--- src/rtl/uart_pkg.sv ---
// Shared UART definitions: oversampling ratio, frame FSM encoding and parity helper.
// uart_tx uses them now; uart_rx reuses the same oversampling and parity definitions.
package uart_pkg;

  localparam int unsigned OVERSAMPLE = 16;
  localparam int unsigned STATE_W    = 3;
  localparam int unsigned MAX_DBITS  = 9;

  typedef enum logic [STATE_W-1:0] {
    ST_IDLE   = 3'd0,
    ST_START  = 3'd1,
    ST_DATA   = 3'd2,
    ST_PARITY = 3'd3,
    ST_STOP   = 3'd4
  } uart_state_e;

  // Unused upper data bits must be zero so they do not disturb the XOR.
  function automatic logic parity_bit(input logic [MAX_DBITS-1:0] data, input logic odd);
    return (^data) ^ odd;
  endfunction

endpackage

--- src/rtl/uart_tx.sv ---
// UART transmitter: start bit, LSB-first data, optional parity, stop bit(s),
// timed by the shared 16x oversampling strobe s_ticks.
module uart_tx
  import uart_pkg::*;
#(
  parameter int unsigned DBITS   = 8,
  parameter int unsigned SB_TICK = 16,
  parameter int unsigned PAR_EN  = 0,
  parameter int unsigned PAR_ODD = 0
) (
  input  logic             clk,
  input  logic             reset_n,
  input  logic             s_ticks,
  input  logic             tx_start,
  input  logic [DBITS-1:0] tx_din,
  output logic             tx,
  output logic             tx_busy,
  output logic             tx_done_ticks
);

  localparam int unsigned TICK_W = ($clog2(SB_TICK) > 4) ? $clog2(SB_TICK) : 4;
  localparam int unsigned BIT_W  = $clog2(DBITS);

  uart_state_e       state_q, state_d;
  logic [TICK_W-1:0] tick_q, tick_d;
  logic [BIT_W-1:0]  bit_q, bit_d;
  logic [DBITS-1:0]  shift_q, shift_d;
  logic              par_q, par_d;
  logic              tx_q, tx_d;
  logic              busy_q, busy_d;
  logic              done_q, done_d;

  logic              bit_end;
  logic              stop_end;
  logic              last_data;

  assign bit_end   = s_ticks && (tick_q == TICK_W'(OVERSAMPLE - 1));
  assign stop_end  = s_ticks && (tick_q == TICK_W'(SB_TICK - 1));
  assign last_data = (bit_q == BIT_W'(DBITS - 1));

  // State and datapath registers; reset abandons any frame and idles the line high.
  always_ff @(posedge clk or negedge reset_n) begin
    if (!reset_n) begin
      state_q <= ST_IDLE;
      tick_q  <= '0;
      bit_q   <= '0;
      shift_q <= '0;
      par_q   <= 1'b0;
      tx_q    <= 1'b1;
      busy_q  <= 1'b0;
      done_q  <= 1'b0;
    end else begin
      state_q <= state_d;
      tick_q  <= tick_d;
      bit_q   <= bit_d;
      shift_q <= shift_d;
      par_q   <= par_d;
      tx_q    <= tx_d;
      busy_q  <= busy_d;
      done_q  <= done_d;
    end
  end

  // Next-state, counters and next line level.
  always_comb begin
    state_d = state_q;
    tick_d  = tick_q;
    bit_d   = bit_q;
    shift_d = shift_q;
    par_d   = par_q;
    busy_d  = busy_q;
    done_d  = 1'b0;
    tx_d    = 1'b1;

    unique case (state_q)
      ST_IDLE: begin
        busy_d = 1'b0;
        if (tx_start) begin
          shift_d = tx_din;
          par_d   = parity_bit(MAX_DBITS'(tx_din), (PAR_ODD != 0));
          tick_d  = '0;
          busy_d  = 1'b1;
          state_d = ST_START;
        end
      end
      ST_START: begin
        if (bit_end) begin
          tick_d  = '0;
          bit_d   = '0;
          state_d = ST_DATA;
        end else if (s_ticks) begin
          tick_d = tick_q + TICK_W'(1);
        end
      end
      ST_DATA: begin
        if (bit_end) begin
          tick_d  = '0;
          shift_d = shift_q >> 1;
          if (last_data) begin
            state_d = (PAR_EN != 0) ? ST_PARITY : ST_STOP;
          end else begin
            bit_d = bit_q + BIT_W'(1);
          end
        end else if (s_ticks) begin
          tick_d = tick_q + TICK_W'(1);
        end
      end
      ST_PARITY: begin
        if (bit_end) begin
          tick_d  = '0;
          state_d = ST_STOP;
        end else if (s_ticks) begin
          tick_d = tick_q + TICK_W'(1);
        end
      end
      ST_STOP: begin
        if (stop_end) begin
          tick_d  = '0;
          busy_d  = 1'b0;
          done_d  = 1'b1;
          state_d = ST_IDLE;
        end else if (s_ticks) begin
          tick_d = tick_q + TICK_W'(1);
        end
      end
      default: begin
        state_d = ST_IDLE;
        tick_d  = '0;
        bit_d   = '0;
        busy_d  = 1'b0;
      end
    endcase

    // Line level follows the state being entered, so tx changes on the same edge.
    case (state_d)
      ST_START:  tx_d = 1'b0;
      ST_DATA:   tx_d = shift_d[0];
      ST_PARITY: tx_d = par_d;
      default:   tx_d = 1'b1;
    endcase
  end

  assign tx            = tx_q;
  assign tx_busy       = busy_q;
  assign tx_done_ticks = done_q;

endmodule

--- config.mk ---
export PLATFORM = sky130hd
export DESIGN_NAME = uart_tx
export DESIGN_NICKNAME = d
export VERILOG_FILES = /design/src/rtl/uart_pkg.sv /design/src/rtl/uart_tx.sv
export SDC_FILE = /design/constraint.sdc
export NUM_CORES = 1
export LEC_CHECK = 0
export BUFFER_PORTS_ARGS = -buffer_cell sky130_fd_sc_hd__buf_2
export CAP_MARGIN = 30
export CORE_MARGIN = 10
export CORE_UTILIZATION = 42
export CTS_CLUSTER_SIZE = 10
export DETAILED_ROUTE_END_ITERATION = 8
export SLEW_MARGIN = 20
export SYNTH_ARGS = -nofsm -noshare
export SYNTH_HDL_FRONTEND = slang
export SYNTH_SLANG_ARGS = --single-unit
--- constraint.sdc ---
create_clock -name clk -period 3.13 [get_ports clk]
set_input_delay 0.7825 -clock clk [delete_from_list [all_inputs] [get_ports clk]]
set_output_delay 0.7825 -clock clk [all_outputs]
set_load 0.01 [all_outputs]
==> impl_summary.log <==
[metrics] Post-Route WL: 2.14 mm
[metrics] Starting DRT DRC Count: 43
[metrics] Setup Viol. Count Final: 0
[metrics] CTS Buf Count: 3
[metrics] Slew Limit Headroom: 66.2%
[metrics] period utilization: 61.4%
[metrics] TritonCTS clock tree: built
[metrics] total cell area at the placement stage: 0.00122 mm^2
[metrics] largest fanout of any net on the critical path: 7
[metrics] R2R Setup Slk: 1210 ps
[metrics] Die Y: 72.5 um
[metrics] Mapped Nets: 119
[metrics] Port Buf Inserts: 14
[metrics] leading cell types in the layout, fill and taps excluded: sky130_fd_sc_hd__dfrtp_1 (21), sky130_fd_sc_hd__buf_2 (14), sky130_fd_sc_hd__inv_1 (10)
[metrics] Critical Path Start: tick_q[0]
[metrics] half-perimeter wire length of the detailed placement result: 1.63 mm
[metrics] RD Place Congestion: 0.780
[metrics] number of distinct standard cells referenced by the synthesized netlist: 40
[metrics] leakage component of the power: 0.601 nW
[metrics] # H-tree levels: 1
[metrics] Std-Cell Rows: 18
[metrics] number of buffers inserted by post-CTS setup repair: 0
[metrics] commonest non-fill, non-tap cell in the layout: sky130_fd_sc_hd__dfrtp_1
[metrics] Fin. Hold Viols: 0
[metrics] number of buffers and inverters on the critical path: 1
[metrics] Setup Crit Path Kind: reg2reg
[metrics] FF+latch count, synth: 22
[metrics] final critical path time including I/O delays and setup: 1920 ps
[metrics] Clock Pin Slew Worst Setup and Hold Paths: 120 ps
[metrics] via count of the first global-routing pass: 866
[metrics] number of gates on the worst path with buffers counted: 6
[metrics] largest net degree at the start of global routing: 23
[metrics] maximum resistive drop on vdd: 0.000440 V
[metrics] final setup slack of the worst path: 1210 ps
[metrics] CTS Root Cell: sky130_fd_sc_hd__clkbuf_4
[metrics] final core occ: 48.9%
[metrics] Hold/Removal Path Class: in2async
[metrics] status: completed
[metrics] Routed wire per std cell: 14.5 um
[metrics] Reg-to-Reg End: shift_q[3]
[metrics] GR Overflow Total: 0
[metrics] Routed Antenna Nets: 0
[metrics] sequential element share of the synthesized area: 47.7%
[metrics] depth of the worst register-to-register path: 6
[metrics] Ys Warns: 0
[metrics] areal power density over the cells: 709 mW/mm^2
[metrics] CTS Hold Buffers Added: 0
[metrics] pins over their slew limit: 0
[metrics] maximum single-stage delay on the critical path: 430 ps
[metrics] CP startpoint kind: flip-flop
[metrics] net count reported at finish: 133
[metrics] area enclosed by the die boundary: 0.00526 mm^2
[metrics] clk sink count: 22
[metrics] Die W: 72.5 um
[metrics] Clock Tree Buf Depth: 2
[metrics] max capacitance violation total: 0
[metrics] Worst Path Arrival: 2110 ps
[metrics] area taken by multi-input logic gates: 522 um^2
[metrics] detailed-router iteration count before antenna repair: 5
[metrics] endpoint class of the critical path: flip-flop
[metrics] post-route clock skew: 6.40 ps
[metrics] Top-Level Pins: 15
[metrics] achievable frequency: 521 MHz
[metrics] via count of the routed design: 802
[metrics] Post-Place Setup Slack: 901 ps
[metrics] antenna violations before repair: 0
[metrics] Storage cell area: 552 um^2
[metrics] data required time at the worst endpoint: 3310 ps
[metrics] placeable core region: 0.00254 mm^2
[metrics] cell area after synthesis: 0.00116 mm^2
[metrics] fraction of final layout cells with drive strength greater than 1: 21.4%
[metrics] most used flip-flop cell after synthesis: sky130_fd_sc_hd__dfrtp_1
[metrics] Resized Gates After CTS: 0
[metrics] number of enable-type register cells in the synthesized netlist: 0
[metrics] Inserted Diodes: 0
[metrics] cell count after synthesis: 104
[metrics] Least-Margin Pin Slew: 503 ps
[metrics] combined global-route utilization of all metal layers: 8.40%
[metrics] wire length of the first global-routing pass: 3.73 mm
[metrics] cell family with the largest share of critical-path delay: simple AND/OR/NAND/NOR gates
[metrics] critical register-to-register path startpoint: tick_q[0]
[metrics] aggregate negative setup slack: 0 ps
[metrics] proportion of register bits with asynchronous set or reset after synthesis: 100%
[metrics] detailed-route DRC error count: 0
[metrics] average via count per standard cell: 5.46
[metrics] unrepaired setup endpoints after global routing: false
[metrics] fin area: 0.00124 mm^2
[metrics] clock insertion delay at the later pin of the skew report: 300 ps
[metrics] Starting Density: 45.5%
[metrics] CP Cell Sequence: ha_1 -> and4_4 -> mux2i_1 -> or3_1 -> a222oi_1 -> inv_1
[metrics] signed area change from the synthesized netlist to the final layout: 7.57%
[metrics] critical-path cell with the highest stage delay: sky130_fd_sc_hd__or3_1
[metrics] mean instance size in the synthesized netlist: 11.1 um^2
[metrics] layout filler cell count: 254
[routing by layer]
metal / share of wire [%] / GRT usage (%) / vias up
met4: 0.42 / 3.16 / 0
met3: 3.8 / 2.04 / 2
li1: - / - / 406
met2: 47 / 13.9 / 11
met1: 49 / 10.3 / 383
met5: 0 / 0 / -
[registers in the layout (all words and copies together) (netlist names)]
register	flops
bit_q	3
shift_q	8
par_q	1
tx_busy	1
tx	1
state_q	3
tx_done_ticks	1
tick_q	4
[where the power goes]
part | internal (mW) | leakage [nW] | total [mW] | switching (mW)
combinational | 0.145 | 0.310 | 0.291 | 0.147
clock | 0.0496 | 0.0150 | 0.129 | 0.0796
sequential | 0.387 | 0.276 | 0.462 | 0.0746
total | 0.582 | 0.601 | 0.882 | 0.301
[metrics by stage]
step / hold slack, ps / power [mW] / std cells
floorplan: 455 / 0.698 / 104
global placement: 483 / 0.751 / 143
detailed placement: 485 / 0.763 / 143
CTS: 429 / 0.895 / 147
global route: 439 / 0.965 / 147
finish: 420 / 0.882 / 147
[logic make-up (layout without fill, tap and decap cells)]
| family | Yosys count | after routing | share of synthesized area [%] |
|---|---|---|---|
| mux | 3 | 3 | 2.70 |
| buf+inv | 15 | 28 | 7.24 |
| flops | 22 | 22 | 47.7 |
| simple gates | 26 | 26 | 15.0 |
| xor+xnor | 8 | 8 | 6.05 |
| compound gates | 27 | 27 | 18.1 |
| fa+ha+maj | 3 | 3 | 3.24 |
[layout make-up]
class                   instances  area share [%]
well taps                      30            3.02
multi-input cells              67            41.9
repair buffers                 14            5.63
clock buffers                   4            2.11
inverters                      10            3.02
flip-flops and latches         22            44.3
[cells in the mapped netlist (all sizes together), types with 2 or more instances]
master,number,area [um^2]
buf,3,27.5
mux2i,2,20.0
o22ai,3,25.0
a22o,3,26.3
a222oi,6,60.1
ha,3,37.5
clkbuf,2,18.8
and3,2,12.5
nand2,5,26.3
or3,3,23.8
nor2,4,15.0
xnor2,8,70.1
a21oi,3,15.0
nor3b,2,15.0
dfrtp,21,526
o21ai,4,20.0
inv,10,37.5
nand3,2,10.0
o31ai,3,22.5
[worst max-delay path by stage]
| stage | to | slack (ps) |
|---|---|---|
| 5_1_grt | tx | 1030 |
| 2_1_floorplan | shift_q[3] | 1150 |
| 4_1_cts | shift_q[6] | 1200 |
| 6_report | shift_q[3] | 1210 |
| 3_3_place_gp | shift_q[3] | 940 |
| 3_5_place_dp | shift_q[5] | 900 |
(Power assumes the default switching activity.)
